File: src/rtl/aes_block_sequencer_if.sv
// aes_block_sequencer_if: groups the byte-stream transport, key loading,
// encryptor-side and status signals of aes_block_sequencer into one bundle.
// slave  = the sequencer's view; master = the surrounding system's view.
interface aes_block_sequencer_if;
  // key loading
  logic [127:0] key_in;
  logic         key_load;
  // byte input stream
  logic [7:0]   in_data;
  logic         in_valid;
  logic         in_ready;
  // byte output stream
  logic [7:0]   out_data;
  logic         out_valid;
  logic         out_ready;
  // encryptor core side
  logic [127:0] aes_key;
  logic [127:0] aes_plaintext;
  logic         aes_start;
  logic [127:0] aes_ciphertext;
  logic         aes_valid;
  // status
  logic         busy;
  logic         blk_done;
  logic         aes_err;

  modport slave (
    input  key_in, key_load,
    input  in_data, in_valid,
    output in_ready,
    output out_data, out_valid,
    input  out_ready,
    output aes_key, aes_plaintext, aes_start,
    input  aes_ciphertext, aes_valid,
    output busy, blk_done, aes_err
  );

  modport master (
    output key_in, key_load,
    output in_data, in_valid,
    input  in_ready,
    input  out_data, out_valid,
    output out_ready,
    input  aes_key, aes_plaintext, aes_start,
    output aes_ciphertext, aes_valid,
    input  busy, blk_done, aes_err
  );
endinterface

File: src/rtl/aes_block_sequencer.sv
// aes_block_sequencer: byte-stream front/back end for aes_encryptor_top.
// Collects 16 plaintext bytes (byte 0 -> bits [127:120]), pulses aes_start,
// holds key/plaintext until the core's valid pulse, captures the ciphertext
// and streams it out as 16 bytes in the same order.
// Optional feature: define AES_SEQ_TIMEOUT_EN to abort a WAIT that lasts
// TIMEOUT_CYCLES cycles without aes_valid (sets sticky aes_err).
module aes_block_sequencer #(
  parameter int unsigned TIMEOUT_CYCLES = 64
) (
  input  logic                 clk_i,
  input  logic                 rst_ni,
  aes_block_sequencer_if.slave bus
);

  typedef enum logic [1:0] {
    ST_LOAD,
    ST_START,
    ST_WAIT,
    ST_SEND
  } state_e;

  state_e       state_q, state_d;
  logic [3:0]   byte_cnt_q, byte_cnt_d;
  logic [127:0] key_q, key_d;
  logic [127:0] pt_q, pt_d;
  logic [127:0] ct_q, ct_d;
  logic         blk_done_q, blk_done_d;
  logic         rdy_en_q;

  logic [6:0]   byte_pos;
  logic         last_byte;
  logic         in_ready_w;
  logic         in_hs;

  // Bit offset of the current byte: 8*(15-byte_cnt), byte 0 at the MSB end.
  assign byte_pos   = {~byte_cnt_q, 3'b000};
  assign last_byte  = (byte_cnt_q == 4'd15);
  // rdy_en_q keeps in_ready low while reset is asserted even though LOAD is
  // the reset state.
  assign in_ready_w = (state_q == ST_LOAD) && rdy_en_q;
  assign in_hs      = bus.in_valid && in_ready_w;

`ifdef AES_SEQ_TIMEOUT_EN
  localparam int unsigned        WAIT_W    = $clog2(TIMEOUT_CYCLES + 1);
  localparam logic [WAIT_W-1:0]  WAIT_LAST = WAIT_W'(TIMEOUT_CYCLES - 1);

  logic [WAIT_W-1:0] wait_cnt_q, wait_cnt_d;
  logic              err_q, err_d;
  logic              wait_expired;

  assign wait_expired = (wait_cnt_q == WAIT_LAST);
`else
  logic unused_timeout_cfg;
  assign unused_timeout_cfg = (TIMEOUT_CYCLES == 0);
`endif

  // Next-state, byte counter and datapath register updates.
  always_comb begin
    state_d    = state_q;
    byte_cnt_d = byte_cnt_q;
    key_d      = key_q;
    pt_d       = pt_q;
    ct_d       = ct_q;
    blk_done_d = 1'b0;
`ifdef AES_SEQ_TIMEOUT_EN
    err_d      = err_q;
    wait_cnt_d = '0;
`endif

    unique case (state_q)
      ST_LOAD: begin
        // key_load is only honoured between blocks; it may coincide with byte 0.
        if (bus.key_load && (byte_cnt_q == 4'd0)) begin
          key_d = bus.key_in;
        end
        if (in_hs) begin
          pt_d[byte_pos +: 8] = bus.in_data;
          byte_cnt_d          = byte_cnt_q + 4'd1;
`ifdef AES_SEQ_TIMEOUT_EN
          err_d               = 1'b0;
`endif
          if (last_byte) begin
            state_d = ST_START;
          end
        end
      end

      ST_START: begin
        state_d = ST_WAIT;
      end

      ST_WAIT: begin
        if (bus.aes_valid) begin
          ct_d    = bus.aes_ciphertext;
          state_d = ST_SEND;
        end
`ifdef AES_SEQ_TIMEOUT_EN
        else if (wait_expired) begin
          err_d   = 1'b1;
          state_d = ST_LOAD;
        end else begin
          wait_cnt_d = wait_cnt_q + WAIT_W'(1);
        end
`endif
      end

      ST_SEND: begin
        if (bus.out_ready) begin
          byte_cnt_d = byte_cnt_q + 4'd1;
          if (last_byte) begin
            blk_done_d = 1'b1;
            state_d    = ST_LOAD;
          end
        end
      end

      default: begin
        state_d    = ST_LOAD;
        byte_cnt_d = '0;
      end
    endcase
  end

  // State, counter and datapath registers.
  always_ff @(posedge clk_i or negedge rst_ni) begin
    if (!rst_ni) begin
      state_q    <= ST_LOAD;
      byte_cnt_q <= '0;
      key_q      <= '0;
      pt_q       <= '0;
      ct_q       <= '0;
      blk_done_q <= 1'b0;
    end else begin
      state_q    <= state_d;
      byte_cnt_q <= byte_cnt_d;
      key_q      <= key_d;
      pt_q       <= pt_d;
      ct_q       <= ct_d;
      blk_done_q <= blk_done_d;
    end
  end

  // Input-ready enable: rises on the first clock after reset release.
  always_ff @(posedge clk_i or negedge rst_ni) begin
    if (!rst_ni) begin
      rdy_en_q <= 1'b0;
    end else begin
      rdy_en_q <= 1'b1;
    end
  end

`ifdef AES_SEQ_TIMEOUT_EN
  // WAIT cycle counter and sticky timeout flag.
  always_ff @(posedge clk_i or negedge rst_ni) begin
    if (!rst_ni) begin
      wait_cnt_q <= '0;
      err_q      <= 1'b0;
    end else begin
      wait_cnt_q <= wait_cnt_d;
      err_q      <= err_d;
    end
  end

  assign bus.aes_err = err_q;
`else
  assign bus.aes_err = 1'b0;
`endif

  assign bus.in_ready      = in_ready_w;
  assign bus.out_valid     = (state_q == ST_SEND);
  assign bus.out_data      = (state_q == ST_SEND) ? ct_q[byte_pos +: 8] : '0;
  assign bus.aes_start     = (state_q == ST_START);
  assign bus.aes_key       = key_q;
  assign bus.aes_plaintext = pt_q;
  assign bus.busy          = (state_q != ST_LOAD);
  assign bus.blk_done      = blk_done_q;

endmodule

File: src/flat_wrapper.sv
// flat-port wrapper written by rule: the top's interface ports become plain ports
module aes_block_sequencer_flat 
#(
  parameter int unsigned TIMEOUT_CYCLES = 64
)
  (clk_i, rst_ni, bus_key_in, bus_key_load, bus_in_data, bus_in_valid, bus_in_ready, bus_out_data, bus_out_valid, bus_out_ready, bus_aes_key, bus_aes_plaintext, bus_aes_start, bus_aes_ciphertext, bus_aes_valid, bus_busy, bus_blk_done, bus_aes_err);
  aes_block_sequencer_if bus_i ();
  input  logic clk_i;
  input  logic rst_ni;
  input wire logic [$bits(bus_i.key_in)-1:0] bus_key_in;
  input wire logic [$bits(bus_i.key_load)-1:0] bus_key_load;
  input wire logic [$bits(bus_i.in_data)-1:0] bus_in_data;
  input wire logic [$bits(bus_i.in_valid)-1:0] bus_in_valid;
  output wire logic [$bits(bus_i.in_ready)-1:0] bus_in_ready;
  output wire logic [$bits(bus_i.out_data)-1:0] bus_out_data;
  output wire logic [$bits(bus_i.out_valid)-1:0] bus_out_valid;
  input wire logic [$bits(bus_i.out_ready)-1:0] bus_out_ready;
  output wire logic [$bits(bus_i.aes_key)-1:0] bus_aes_key;
  output wire logic [$bits(bus_i.aes_plaintext)-1:0] bus_aes_plaintext;
  output wire logic [$bits(bus_i.aes_start)-1:0] bus_aes_start;
  input wire logic [$bits(bus_i.aes_ciphertext)-1:0] bus_aes_ciphertext;
  input wire logic [$bits(bus_i.aes_valid)-1:0] bus_aes_valid;
  output wire logic [$bits(bus_i.busy)-1:0] bus_busy;
  output wire logic [$bits(bus_i.blk_done)-1:0] bus_blk_done;
  output wire logic [$bits(bus_i.aes_err)-1:0] bus_aes_err;
  assign bus_i.key_in = bus_key_in;
  assign bus_i.key_load = bus_key_load;
  assign bus_i.in_data = bus_in_data;
  assign bus_i.in_valid = bus_in_valid;
  assign bus_in_ready = bus_i.in_ready;
  assign bus_out_data = bus_i.out_data;
  assign bus_out_valid = bus_i.out_valid;
  assign bus_i.out_ready = bus_out_ready;
  assign bus_aes_key = bus_i.aes_key;
  assign bus_aes_plaintext = bus_i.aes_plaintext;
  assign bus_aes_start = bus_i.aes_start;
  assign bus_i.aes_ciphertext = bus_aes_ciphertext;
  assign bus_i.aes_valid = bus_aes_valid;
  assign bus_busy = bus_i.busy;
  assign bus_blk_done = bus_i.blk_done;
  assign bus_aes_err = bus_i.aes_err;
  aes_block_sequencer #(.TIMEOUT_CYCLES(TIMEOUT_CYCLES)) u_core (.clk_i(clk_i), .rst_ni(rst_ni), .bus(bus_i));
endmodule
File: config.mk
export PLATFORM = sky130hd
export DESIGN_NAME = aes_block_sequencer_flat
export DESIGN_NICKNAME = d
export VERILOG_FILES = /design/src/rtl/aes_block_sequencer_if.sv /design/src/rtl/aes_block_sequencer.sv /design/src/flat_wrapper.sv
export SDC_FILE = /design/constraint.sdc
export NUM_CORES = 1
export LEC_CHECK = 0
export ABC_AREA = 1
export CELL_PAD_IN_SITES_DETAIL_PLACEMENT = 1
export CELL_PAD_IN_SITES_GLOBAL_PLACEMENT = 2
export CORE_MARGIN = 2
export CORE_UTILIZATION = 30
export CTS_CLUSTER_DIAMETER = 80
export CTS_CLUSTER_SIZE = 24
export DETAILED_ROUTE_END_ITERATION = 7
export GPL_TIMING_DRIVEN = 0
export PLACE_DENSITY_LB_ADDON = 0.12
export SLEW_MARGIN = 0
export SYNTH_ARGS = -nofsm -noshare
export SYNTH_HDL_FRONTEND = slang
export SYNTH_SLANG_ARGS = --single-unit
export TNS_END_PERCENT = 30
File: constraint.sdc
create_clock -name clk_i -period 4.74 [get_ports clk_i]
set_input_delay 0.711 -clock clk_i [delete_from_list [all_inputs] [get_ports clk_i]]
set_output_delay 0.711 -clock clk_i [all_outputs]
set_load 0.005 [all_outputs]
# [Word level (Yosys, flattened, before mapping)]
# Index checks and enable logic that the tools add are counted.
[word_totals] in_bits=270 output_inout_bits=270 reg_bits=392
[classes] n_mux=14 shifts=3 n_addsub=2 n_bitwise=1 n_reduce_logical=12 eq_ne=9
[ops] cell="128-bit bitwise mux" n=1
[ops] cell="8-bit by 9-bit variable shift with 128-bit output, first input constant" n=1
[ops] cell="128-bit by 8-bit indexed part select with 8-bit output" n=1
[ops] cell="8-bit by 9-bit indexed part select with 128-bit output" n=1
[ops] cell="2-bit two-way mux" n=5
[ops] cell="7-bit negator with 9-bit output" n=1
[ops] cell="4-bit two-way mux" n=2
[ops] cell="8-bit two-way mux" n=1
[ops] cell="2-bit by 1-bit != test with 1-bit output, second input constant" n=4
[ops] cell="2-bit case mux with 4 select lines" n=1
[ops] cell="4-bit case mux with 2 select lines" n=1
[ops] cell="2-bit AND reduction" n=3
[ops] cell="5-bit AND reduction" n=1
[ops] cell="4-bit by 1-bit adder with 4-bit output, second input constant" n=1
[ops] cell="2-bit equality test, second input constant" n=2
[ops] cell="4-bit equality test, second input constant" n=1
[ops] cell="4-bit logical NOT" n=1
[ops] cell="4-bit inverter" n=1
[ops] cell="2-bit nonzero test" n=2
[ops] cell="1-bit logical AND" n=3
[ops] cell="1-bit two-way mux" n=3
[ops] cell="3-bit AND reduction" n=1
[ops] cell="2-bit by 1-bit equality test with 1-bit output, second input constant" n=1
[ops] cell="2-bit logical NOT" n=1
[ops] cell="2-bit != test, second input constant" n=1

# [Longest topological paths before layout]
# Gate-level depths: netlist of the first run.
[depth] word_depth=5 mapped_depth=11 depth_no_buf=9

# [Least setup slack after synthesis of the first run]
# OpenSTA, ideal clock, no wires.
[synth_path] path_kind="register to register" from="register u_core.byte_cnt_q[0]" to="register u_core.pt_q[0] (netlist: u_core.bus.aes_plaintext[0])" path_stages_with_launch=10 path_buffers=4 setup_ns=0.131 arrival_ns=2.080 required_ns=4.609 slack_ns=2.529 cell_sequence="dfrtp_1 buf_2 clkinv_1 clkbuf_1 ha_1 clkbuf_1 nor2_1 nand3_1 clkbuf_1 o21ai_0"
[synth_via] elab_chain_cells=4
[synth_rtl] item="start, declared" line="aes_block_sequencer.sv:23" rtl="logic [3:0] byte_cnt_q, byte_cnt_d;"
[synth_rtl] item="start signal, assigned" line="aes_block_sequencer.sv:135" rtl="byte_cnt_q <= byte_cnt_d;"
[synth_rtl] item="4-bit inverter (*)" line="aes_block_sequencer.sv:36" rtl="assign byte_pos = {~byte_cnt_q, 3'b000};"
[synth_rtl] item="7-bit negator with 9-bit output (*)" line="aes_block_sequencer.sv:77" rtl="pt_d[byte_pos +: 8] = bus.in_data;"
[synth_rtl] item="8-bit by 9-bit indexed part select with 128-bit output or 8-bit by 9-bit variable shift with 128-bit output (tied branches)" line="aes_block_sequencer.sv:77"
[synth_rtl] item="128-bit bitwise mux (*)" line="aes_block_sequencer.sv:77"
[synth_rtl] item="end signal, assigned" line="aes_block_sequencer.sv:137" rtl="pt_q <= pt_d;"
[synth_rtl] item="end, declared" line="aes_block_sequencer.sv:25" rtl="logic [127:0] pt_q, pt_d;"
# Every way passes the cells marked *; elsewhere a longest branch is shown, timed or not.
# A chain may end at the register's enable or synchronous reset.

# [Worst setup path in the final report of the first run]
[layout_path] from="register u_core.byte_cnt_q[0]" to="output bus_out_data[2]"
[layout_via] elab_chain_cells=3
[layout_rtl] item="4-bit inverter" line="aes_block_sequencer.sv:36"
[layout_rtl] item="128-bit by 8-bit indexed part select with 8-bit output" line="aes_block_sequencer.sv:171" rtl="assign bus.out_data = (state_q == ST_SEND) ? ct_q[byte_pos +: 8] : '0;"
[layout_rtl] item="8-bit two-way mux" line="aes_block_sequencer.sv:171"
[layout_rtl] item="end, declared" line="flat_wrapper.sv:15" rtl="output wire logic [$bits(bus_i.out_data)-1:0] bus_out_data;"
# No other way between the ends.

==> flow_metrics.py, run 1 <==
metrics = {
    "status": {
        "status": "finished, final reports clean",
    },
    "clock_network": {
        "cts_tree": "done",
        "postCtsSetupBuffers": 0,
        "insertion_delay_ps": 620,
        "ctsRootBufferMaster": "clkbuf_16",
        "htree_levels": 1,
        "numCtsBuffers": 29,
        "post_cts_resized": 0,
        "cts_sinks": 392,
        "cts_buffer_depth": 3,
        "clk_pin_slew_worst_paths_ps": 80,
        "hold_buffers": 0,
    },
    "place": {
        "place_area_um2": 22900,
        "place_ws_ps": 1220,
        "place_hpwl_um": 50300,
        "portBuffers": 538,
        "gp_congestion": 0.803,
    },
    "setup_path": {
        "worstPathCellList": "buf_2 > clkbuf_1 > clkbuf_1 > nand2_1 > nand3_1 > nand3_1 > nand3_1 > a21oi_1 > clkdlybuf4s50_1",
        "critPathLaunchType": "flop",
        "cp_num_buf_inv": 4,
        "path_max_fanout": 10,
        "cp_data_arrival_time_ps": 3480,
        "cp_common_cell": "nand3_1",
        "path_class": "flop to output pin",
        "required_ps": 4030,
        "cp_top_family": "buffers and inverters",
        "cp_slowest_cell": "clkbuf_1",
        "end_kind": "output pin",
        "cpPeakStageDelay_ps": 650,
    },
    "timing": {
        "fin_worst_skew_ps": 29.9,
        "period_needed_ps": 4190,
        "hold_viol_final": 0,
        "setup_slack_ps": 547,
        "setup_violations": 0,
        "slew_violations": 0,
        "tightestPinTransition_ps": 787,
        "rsz0062_at_grt": "no",
        "max-slew-margin-rel": 0.475,
        "max_freq_ghz": 0.238,
        "finalCritPeriodShare": 0.885,
        "holdWs_ps": 11.6,
    },
    "synthesis": {
        "yosysMostFrequentCell": "dfrtp_1",
        "ys_seq_area_frac": 0.594,
        "yosysTopAreaCell": "dfrtp_1",
        "syn_area_per_cell_um2": 9.85,
        "synthDistinctLibCells": 26,
        "synth_flop_cell": "dfrtp_1",
        "synthCells": 1678,
        "synth_warnings": 0,
        "synthArstFlopShare": 1.00,
        "synth_edf_count": 0,
        "syn_area_um2": 16500,
        "syn_nets": 1957,
        "synth_area_leaders": "dfrtp_1, mux2_2, nand2_1",
        "synth_top_area_frac": 0.594,
        "synth_seq_cells": 392,
        "synth_common_cells": "dfrtp_1, nand2_1, nor2_1",
    },
    "layout": {
        "final_nets": 2529,
        "fillers": 6194,
        "stdcell_area_um2": 23900,
        "synthToLayoutAreaGrowth_pct": 44.7,
        "layout-drive-gt1-share": 0.116,
        "final_util": 0.436,
    },
    "detailed_routing": {
        "avgViaCountPerCell": 4.66,
        "num_vias": 13900,
        "wl_per_cell_um": 21.6,
        "drc_errors": 0,
        "drt_wl_total_um": 64200,
        "first_iter_violations": 726,
        "first_pass_iters": 5,
        "postRouteAntennaNets": 0,
    },
    "die": {
        "fp.dieArea_um2": 57000,
        "rows": 86,
        "die_y_um": 239,
        "core_area_um2": 54800,
        "chipWidth_um": 239,
        "start_util": 0.302,
        "io-pin-count": 540,
    },
    "power": {
        "total_power_mw": 14.7,
        "p_leak_nw": 10.8,
        "worst_ir_drop_vdd_uv": 365,
        "power.density_nw_per_um2": 617,
    },
    "global_route": {
        "grt_overflow": 0,
        "grt_pass1_wl_um": 94800,
        "grt_max_degree": 118,
        "grt_usage": 0.221,
        "grt_pass1_vias": 14900,
        "antenna_found_initial": 7,
    },
    "run": {
        "maxCapViolCount": 0,
    },
    "min_path": {
        "hold_class": "input port to async pin",
    },
}
[routing by layer]
layer | vias to the layer above | share of wire | global-route usage
li1 | 6563 | - | -
met1 | 6930 | 0.43 | 0.291
met2 | 305 | 0.51 | 0.384
met3 | 78 | 0.038 | 0.0298
met4 | 4 | 0.022 | 0.0549
met5 | - | 0.00031 | 0
[cell families after synthesis]
logic type | Yosys count | share of synthesized area
buffers and inverters | 232 | 0.0563
AO/OA/AOI/OAI | 183 | 0.0554
other | 2 | 0.000455
AND/OR/NAND/NOR | 697 | 0.176
multiplexers | 160 | 0.109
XOR/XNOR | 3 | 0.00273
flip-flops | 392 | 0.594
adder cells (fa/ha/maj) | 9 | 0.00682
[worst paths after layout]
kind,start,to,slack [ps],cells past startpoint
max in group asynchronous,rst_ni,u_core.bus.aes_key[90],3190,3
max,u_core.byte_cnt_q[0],bus_out_data[2],550,9
min in group clk_i,u_core.bus.aes_plaintext[16],u_core.bus.aes_plaintext[16],470,2
min,rst_ni,u_core.bus.aes_plaintext[48],10,1
max reg2reg,u_core.byte_cnt_q[0],u_core.bus.aes_plaintext[47],1370,9
min reg2reg,u_core.bus.aes_plaintext[16],u_core.bus.aes_plaintext[16],470,2
[final cells by class]
class                           count  area (um^2)  share of cell area
Sequential cell                   392         9810               0.410
Clock buffer                       29          726              0.0304
Antenna cell                        3         7.51            0.000314
Buffer                             88          389              0.0163
Multi-Input combinational cell   1054         5780               0.242
Timing Repair Buffer              541         5470               0.229
Clock inverter                     24          295              0.0124
Inverter                          144          541              0.0226
Tap cell                          704          881              0.0368
[placed cells by master, fill, tap and decap left out, types with 6 or more instances in the layout]
master,count
clkbuf_16,29
a21oi_1,105
nand3_1,144
o21ai_1,24
nand2_1,349
buf_4,6
dfrtp_1,392
ha_1,9
o21ai_0,54
clkbuf_1,49
nor3_1,25
inv_1,138
buf_2,29
mux2_2,160
clkdlybuf4s50_1,537
inv_8,7
nor2_1,168
[through the flow]
stage	setup TNS (ps)	cells
after detailed placement	0	2923
final	0	2979
after global placement	-5929510	2920
after global routing	0	2978
after CTS	0	2976
after floorplan	0	1678
[flip-flops by register name, indices dropped and copies added, names as in the netlist]
| register | cells |
|---|---|
| u_core.bus.aes_plaintext | 128 |
| u_core.byte_cnt_q | 4 |
| u_core.rdy_en_q | 1 |
| u_core.bus.blk_done | 1 |
| u_core.state_q | 2 |
| u_core.ct_q | 128 |
| u_core.bus.aes_key | 128 |
[power by group]
part | total [mW] | internal [mW] | switching, mW
registers | 5.44 | 4.75 | 0.697
clock network | 2.73 | 1.27 | 1.46
logic | 6.57 | 3.20 | 3.37
total | 14.7 | 9.21 | 5.53
(Power assumes the default switching activity.)
==> run 2, diff against run 1 <==
--- a/config.mk
+++ b/config.mk
@@ -9,12 +9,13 @@
 export CELL_PAD_IN_SITES_DETAIL_PLACEMENT = 1
 export CELL_PAD_IN_SITES_GLOBAL_PLACEMENT = 2
 export CORE_MARGIN = 2
-export CORE_UTILIZATION = 30
+export CORE_UTILIZATION = 25
 export CTS_CLUSTER_DIAMETER = 80
 export CTS_CLUSTER_SIZE = 24
 export DETAILED_ROUTE_END_ITERATION = 7
 export GPL_TIMING_DRIVEN = 0
 export PLACE_DENSITY_LB_ADDON = 0.12
+export REMOVE_ABC_BUFFERS = 1
 export SLEW_MARGIN = 0
 export SYNTH_ARGS = -nofsm -noshare
 export SYNTH_HDL_FRONTEND = slang
==> constraint.sdc (replaced) <==
create_clock -name clk_i -period 3.4 [get_ports clk_i]
set_input_delay 0.51 -clock clk_i [delete_from_list [all_inputs] [get_ports clk_i]]
set_output_delay 0.51 -clock clk_i [all_outputs]
set_load 0.005 [all_outputs]
==> run 2 against run 1 <==
Sequential share of layout area down 1.0 points. Clock skew down 0.89 ps. Clock-buffer cell count up 11.
==> flow_metrics.py, run 2 (synthesis results as in run 1) <==
metrics = {
    "place": {
        "portBuffers": 538,
        "place_hpwl_um": 46100,
        "gp_congestion": 0.757,
    },
    "die": {
        "start_util": 0.252,
        "core_area_um2": 65600,
        "chipWidth_um": 261,
        "rows": 94,
        "die_y_um": 261,
        "fp.dieArea_um2": 68200,
        "io-pin-count": 540,
    },
    "setup_path": {
        "cpPeakStageDelay_ps": 640,
        "cp_slowest_cell": "dfrtp_2",
        "path_class": "flop to output pin",
        "crit_path_end": "bus_out_data[3]",
        "critPathLaunchType": "flop",
        "cp_common_cell": "nand3_1",
        "cp_num_buf_inv": 2,
        "r2r_slack_ps": 350,
        "path_depth": 7,
        "worstRegToRegCells": 7,
        "cp_data_arrival_time_ps": 2680,
        "required_ps": 2890,
        "worstPathCellList": "clkinv_8 > nor2_1 > nand2_1 > nand3_1 > nand3_1 > a21oi_1 > clkdlybuf4s50_1",
        "cp_top_family": "buffers and inverters",
        "critPathLaunch": "u_core.byte_cnt_q[1]",
        "path_max_fanout": 26,
        "end_kind": "output pin",
        "reg2reg_from": "u_core.byte_cnt_q[1]",
        "r2r-end": "u_core.bus.aes_plaintext[37]",
    },
    "timing": {
        "holdWs_ps": 473,
        "hold_viol_final": 0,
        "fin_worst_skew_ps": 29.0,
        "max_freq_ghz": 0.314,
        "setup_violations": 0,
        "finalCritPeriodShare": 0.937,
        "period_needed_ps": 3190,
        "slew_violations": 0,
        "rsz0062_at_grt": "no",
        "max-slew-margin-rel": 0.409,
        "tightestPinTransition_ps": 883,
    },
    "power": {
        "p_leak_nw": 11.1,
        "power.density_nw_per_um2": 864,
        "total_power_mw": 21.2,
        "worst_ir_drop_vdd_uv": 300,
    },
    "detailed_routing": {
        "drc_errors": 0,
        "drt_wl_total_um": 64200,
        "first_iter_violations": 604,
        "first_pass_iters": 4,
        "wl_per_cell_um": 20.7,
        "postRouteAntennaNets": 0,
        "avgViaCountPerCell": 4.38,
        "num_vias": 13600,
    },
    "global_route": {
        "grt_overflow": 0,
        "grt_pass1_vias": 14300,
        "grt_max_degree": 109,
        "antenna_found_initial": 21,
        "grt_pass1_wl_um": 93000,
        "grt_usage": 0.183,
    },
    "layout": {
        "synthToLayoutAreaGrowth_pct": 48.6,
        "final_nets": 2488,
        "most-common-layout-cells": "clkdlybuf4s50_1, dfrtp_1, nand2_1, nor2_1, mux2_2",
        "final_util": 0.374,
        "fillers": 7348,
        "layout-drive-gt1-share": 0.130,
        "final_common_cell": "clkdlybuf4s50_1",
    },
    "clock_network": {
        "htree_levels": 2,
        "ctsRootBufferMaster": "clkbuf_16",
        "insertion_delay_ps": 570,
        "cts_sinks": 392,
        "clk_pin_slew_worst_paths_ps": 70,
        "cts_tree": "done",
        "cts_buffer_depth": 3,
        "numCtsBuffers": 36,
    },
    "run": {
        "maxCapViolCount": 0,
    },
    "status": {
        "status": "finished, final reports clean",
    },
    "min_path": {
        "hold_class": "flop to flop",
    },
}
## run 2: metal layers
layer	vias to the layer above	global-route usage	share of wire	wire length, um
met5	-	0	0.0033	214
li1	6485	-	-	-
met1	6681	0.224	0.41	26400
met2	274	0.317	0.50	32400
met4	34	0.0448	0.022	1380
met3	95	0.0523	0.059	3790
## run 2: what timing repair did
| action | CTS | global route |
|---|---|---|
| setup buffers | 7 | 16 |
| pin swaps | 0 | 3 |
| cloned | 1 | 1 |
| setup endpoints to repair | 264 | 86 |
| hold buffers | 1 | 0 |
| hold endpoints to repair | 44 | 0 |
| resized for setup | 16 | 1 |
## run 2: cell type report
cell class	count	area, um^2	area share
repair inverters	1	7.51	0.000306
repair buffers	580	6020	0.245
multi-input cells	1054	5800	0.236
flip-flops and latches	392	9820	0.400
inverters	144	574	0.0234
clock inverters	22	283	0.0115
well taps	864	1080	0.0440
diodes	3	7.51	0.000306
clock buffers	40	967	0.0394
## run 2: worst min path at each step
| stage | from | endpoint | cells past startpoint |
|---|---|---|---|
| floorplan | rst_ni | u_core.bus.aes_key[0] | 0 |
| global placement | u_core.bus.aes_plaintext[94] | u_core.bus.aes_plaintext[94] | 2 |
| detailed placement | u_core.bus.aes_plaintext[88] | u_core.bus.aes_plaintext[88] | 2 |
| CTS | u_core.bus.aes_plaintext[88] | u_core.bus.aes_plaintext[88] | 2 |
| global route | u_core.bus.aes_plaintext[80] | u_core.bus.aes_plaintext[80] | 2 |
| finish | u_core.bus.aes_plaintext[88] | u_core.bus.aes_plaintext[88] | 2 |
## run 2: stage by stage
| step | TNS [ps] | cells | cell area [um^2] | setup WS, ps |
|---|---|---|---|---|
| final | 0 | 3100 | 24600 | 214 |
| after global routing | 0 | 3099 | 24600 | 19.2 |
| after detailed placement | -185770 | 3009 | 23000 | -1470 |
| after floorplan | -1014570 | 1590 | 16100 | -4500 |
| after global placement | -9280220 | 2992 | 22600 | -17130 |
| after CTS | 0 | 3080 | 24400 | 6.00 |
## run 2: worst min-delay path, cell delays in order, from the launching register on
cell and delay [ps]:
dfrtp_1 340, nand2_1 50, nand2_1 50
## run 2: power breakdown
group	switching, mW	internal, mW	total [mW]
clock network	2.03	2.42	4.45
registers	1.10	6.63	7.73
logic	4.42	4.62	9.04
total	7.56	13.7	21.2
==> run 3, diff against run 2 <==
--- a/config.mk
+++ b/config.mk
@@ -6,9 +6,10 @@
 export NUM_CORES = 1
 export LEC_CHECK = 0
 export ABC_AREA = 1
+export ABC_CLOCK_PERIOD_IN_PS = 3400
 export CELL_PAD_IN_SITES_DETAIL_PLACEMENT = 1
 export CELL_PAD_IN_SITES_GLOBAL_PLACEMENT = 2
-export CORE_MARGIN = 2
+export CORE_MARGIN = 5
 export CORE_UTILIZATION = 25
 export CTS_CLUSTER_DIAMETER = 80
 export CTS_CLUSTER_SIZE = 24
==> run 3 against run 2 <==
Fmax fell by 0.45%. Core utilization fell by 0.12 points. Non-clock buffer count decreased by 8. Clock skew fell by 17 ps. Register-to-register slack gained 110 ps. First-iteration DRC count shrank 7.0%. Sequential share of layout area up 0.13 points. Via count up 0.59%. Clock power decreased by 2%. Largest cell class unchanged.
==> flow_metrics.py, run 3 (synthesis results as in run 1) <==
metrics = {
    "timing": {
        "period_needed_ps": 3200,
        "finalCritPeriodShare": 0.941,
        "slew_violations": 0,
        "hold_viol_final": 0,
        "setup_slack_ps": 199,
        "fin_setup_tns_ps": 0,
        "fin_worst_skew_ps": 12.5,
        "max-slew-margin-rel": 0.391,
        "rsz0062_at_grt": "no",
        "max_freq_ghz": 0.312,
        "tightestPinTransition_ps": 913,
        "setup_violations": 0,
    },
    "setup_path": {
        "cp_num_buf_inv": 4,
        "r2r_slack_ps": 460,
        "path_max_fanout": 13,
        "cp_top_family": "buffers and inverters",
        "reg2reg_from": "u_core.state_q[0]",
        "worstRegToRegCells": 9,
        "path_class": "flop to output pin",
        "cp_slowest_cell": "clkdlybuf4s50_1",
        "r2r-end": "u_core.bus.aes_plaintext[20]",
        "required_ps": 2890,
        "cp_common_cell": "nand3_1",
        "end_kind": "output pin",
        "cp_data_arrival_time_ps": 2690,
        "cpPeakStageDelay_ps": 630,
        "critPathLaunchType": "flop",
        "worstPathCellList": "buf_16 > clkinvlp_4 > buf_4 > nand3_1 > nand3_1 > a21oi_1 > clkdlybuf4s50_1",
    },
    "place": {
        "place_ws_ps": -1670,
        "portBuffers": 538,
        "gp_congestion": 0.773,
        "placedCellCount": 3011,
        "place_area_um2": 23000,
        "place_hpwl_um": 48400,
    },
    "clock_network": {
        "ctsRootBufferMaster": "clkbuf_16",
        "htree_levels": 2,
        "cts_buffer_depth": 3,
        "cts_sinks": 392,
        "cts_tree": "done",
        "insertion_delay_ps": 550,
        "numCtsBuffers": 35,
        "clk_pin_slew_worst_paths_ps": 80,
    },
    "detailed_routing": {
        "wl_per_cell_um": 21.2,
        "drc_errors": 0,
        "first_iter_violations": 562,
        "drt_wl_total_um": 65800,
        "first_pass_iters": 4,
        "postRouteAntennaNets": 0,
        "avgViaCountPerCell": 4.40,
        "num_vias": 13600,
    },
    "status": {
        "status": "finished, final reports clean",
    },
    "min_path": {
        "hold_depth": 2,
        "hold_class": "flop to flop",
        "worstHoldStart": "u_core.bus.aes_plaintext[78]",
        "hold_end": "u_core.bus.aes_plaintext[78]",
    },
    "power": {
        "power.density_nw_per_um2": 866,
        "p_leak_nw": 11.0,
        "worst_ir_drop_vdd_uv": 358,
    },
    "die": {
        "fp.dieArea_um2": 71300,
        "rows": 94,
        "chipWidth_um": 267,
        "die_y_um": 267,
        "core_area_um2": 65600,
        "io-pin-count": 540,
        "start_util": 0.252,
    },
    "layout": {
        "fillers": 7405,
        "layout-drive-gt1-share": 0.126,
        "final_common_cell": "clkdlybuf4s50_1",
        "fin_cells": 3100,
        "most-common-layout-cells": "clkdlybuf4s50_1, dfrtp_1, nand2_1, nor2_1, mux2_2",
        "final_nets": 2479,
        "synthToLayoutAreaGrowth_pct": 48.2,
        "stdcell_area_um2": 24500,
    },
    "global_route": {
        "grt_pass1_vias": 14700,
        "antenna_found_initial": 22,
        "grt_overflow": 0,
        "grt_usage": 0.178,
        "grt_pass1_wl_um": 96500,
        "grt_max_degree": 104,
    },
    "run": {
        "maxCapViolCount": 0,
    },
}
## run 3: cell types whose count changed in the layout (fill, tap and decap cells not counted), moves of 3 or more
| cell | delta |
|---|---|
| clkinv_8 | -3 |
| dlygate4sd2_1 | -3 |
| buf_4 | -7 |
| clkbuf_1 | +4 |
| buf_8 | +3 |
| nor3_1 | -5 |
| clkdlybuf4s50_1 | +3 |
| nor3_2 | +5 |
| diode_2 | +8 |
## run 3: report_power, final
part	total (mW)	internal, mW	switching (mW)
combinational	9.11	4.63	4.48
clock	4.38	2.40	1.98
sequential	7.72	6.63	1.09
total	21.2	13.7	7.54
## run 3: what timing repair did
item / 4_1_cts / 5_1_grt
endpoints found under the hold margin: 61 / 0
hold buffers: 1 / 0
cloned: 1 / 0
setup buffers: 9 / 5
resized for setup: 12 / 8
endpoints found under the setup margin: 265 / 36
## run 3: final cells by class
type | instances | area [um^2] | area share
repair inverters | 1 | 5.00 | 0.000204
repair buffers | 572 | 5940 | 0.243
clock buffers | 44 | 982 | 0.0401
flip-flops and latches | 392 | 9820 | 0.401
diodes | 11 | 27.5 | 0.00112
inverters | 144 | 566 | 0.0231
multi-input cells | 1054 | 5820 | 0.238
well taps | 864 | 1080 | 0.0442
clock inverters | 18 | 236 | 0.00966
## run 3: how the worst max path moves through the flow
stage | startpoint | end | slack [ps] | depth (start not counted)
2_1_floorplan | u_core.byte_cnt_q[0] | u_core.bus.aes_key[0] | -4500 | 4
3_3_place_gp | rst_ni | u_core.bus.aes_key[102] | -17100 | 1
3_5_place_dp | u_core.byte_cnt_q[1] | u_core.bus.aes_plaintext[41] | -1670 | 6
4_1_cts | u_core.byte_cnt_q[2] | bus_out_data[3] | -310 | 6
5_1_grt | u_core.byte_cnt_q[1] | bus_out_data[3] | 50 | 7
6_report | u_core.byte_cnt_q[2] | bus_out_data[4] | 200 | 7
## run 3: worst min-delay path: cells and delay by family, from the launching register on
family	cells	cell delay (ps)
and+or+nand+nor	2	90
DFF	1	350
## run 3: routing by layer
layer,vias up,GRT usage,wire length [um]
met3,95,0.0494,4060
met4,24,0.0446,1670
met2,273,0.306,32900
li1,6473,-,-
met5,-,0,160
met1,6784,0.221,27000
## run 3: metrics by stage
step / hold WS (ps) / utilization / total power, mW
floorplan: 214 / - / 11.7
global placement: 457 / 0.344 / 16.9
detailed placement: 459 / 0.351 / 16.9
CTS: 477 / 0.371 / 21.6
global route: 503 / 0.373 / 22.7
finish: 474 / 0.373 / 21.2
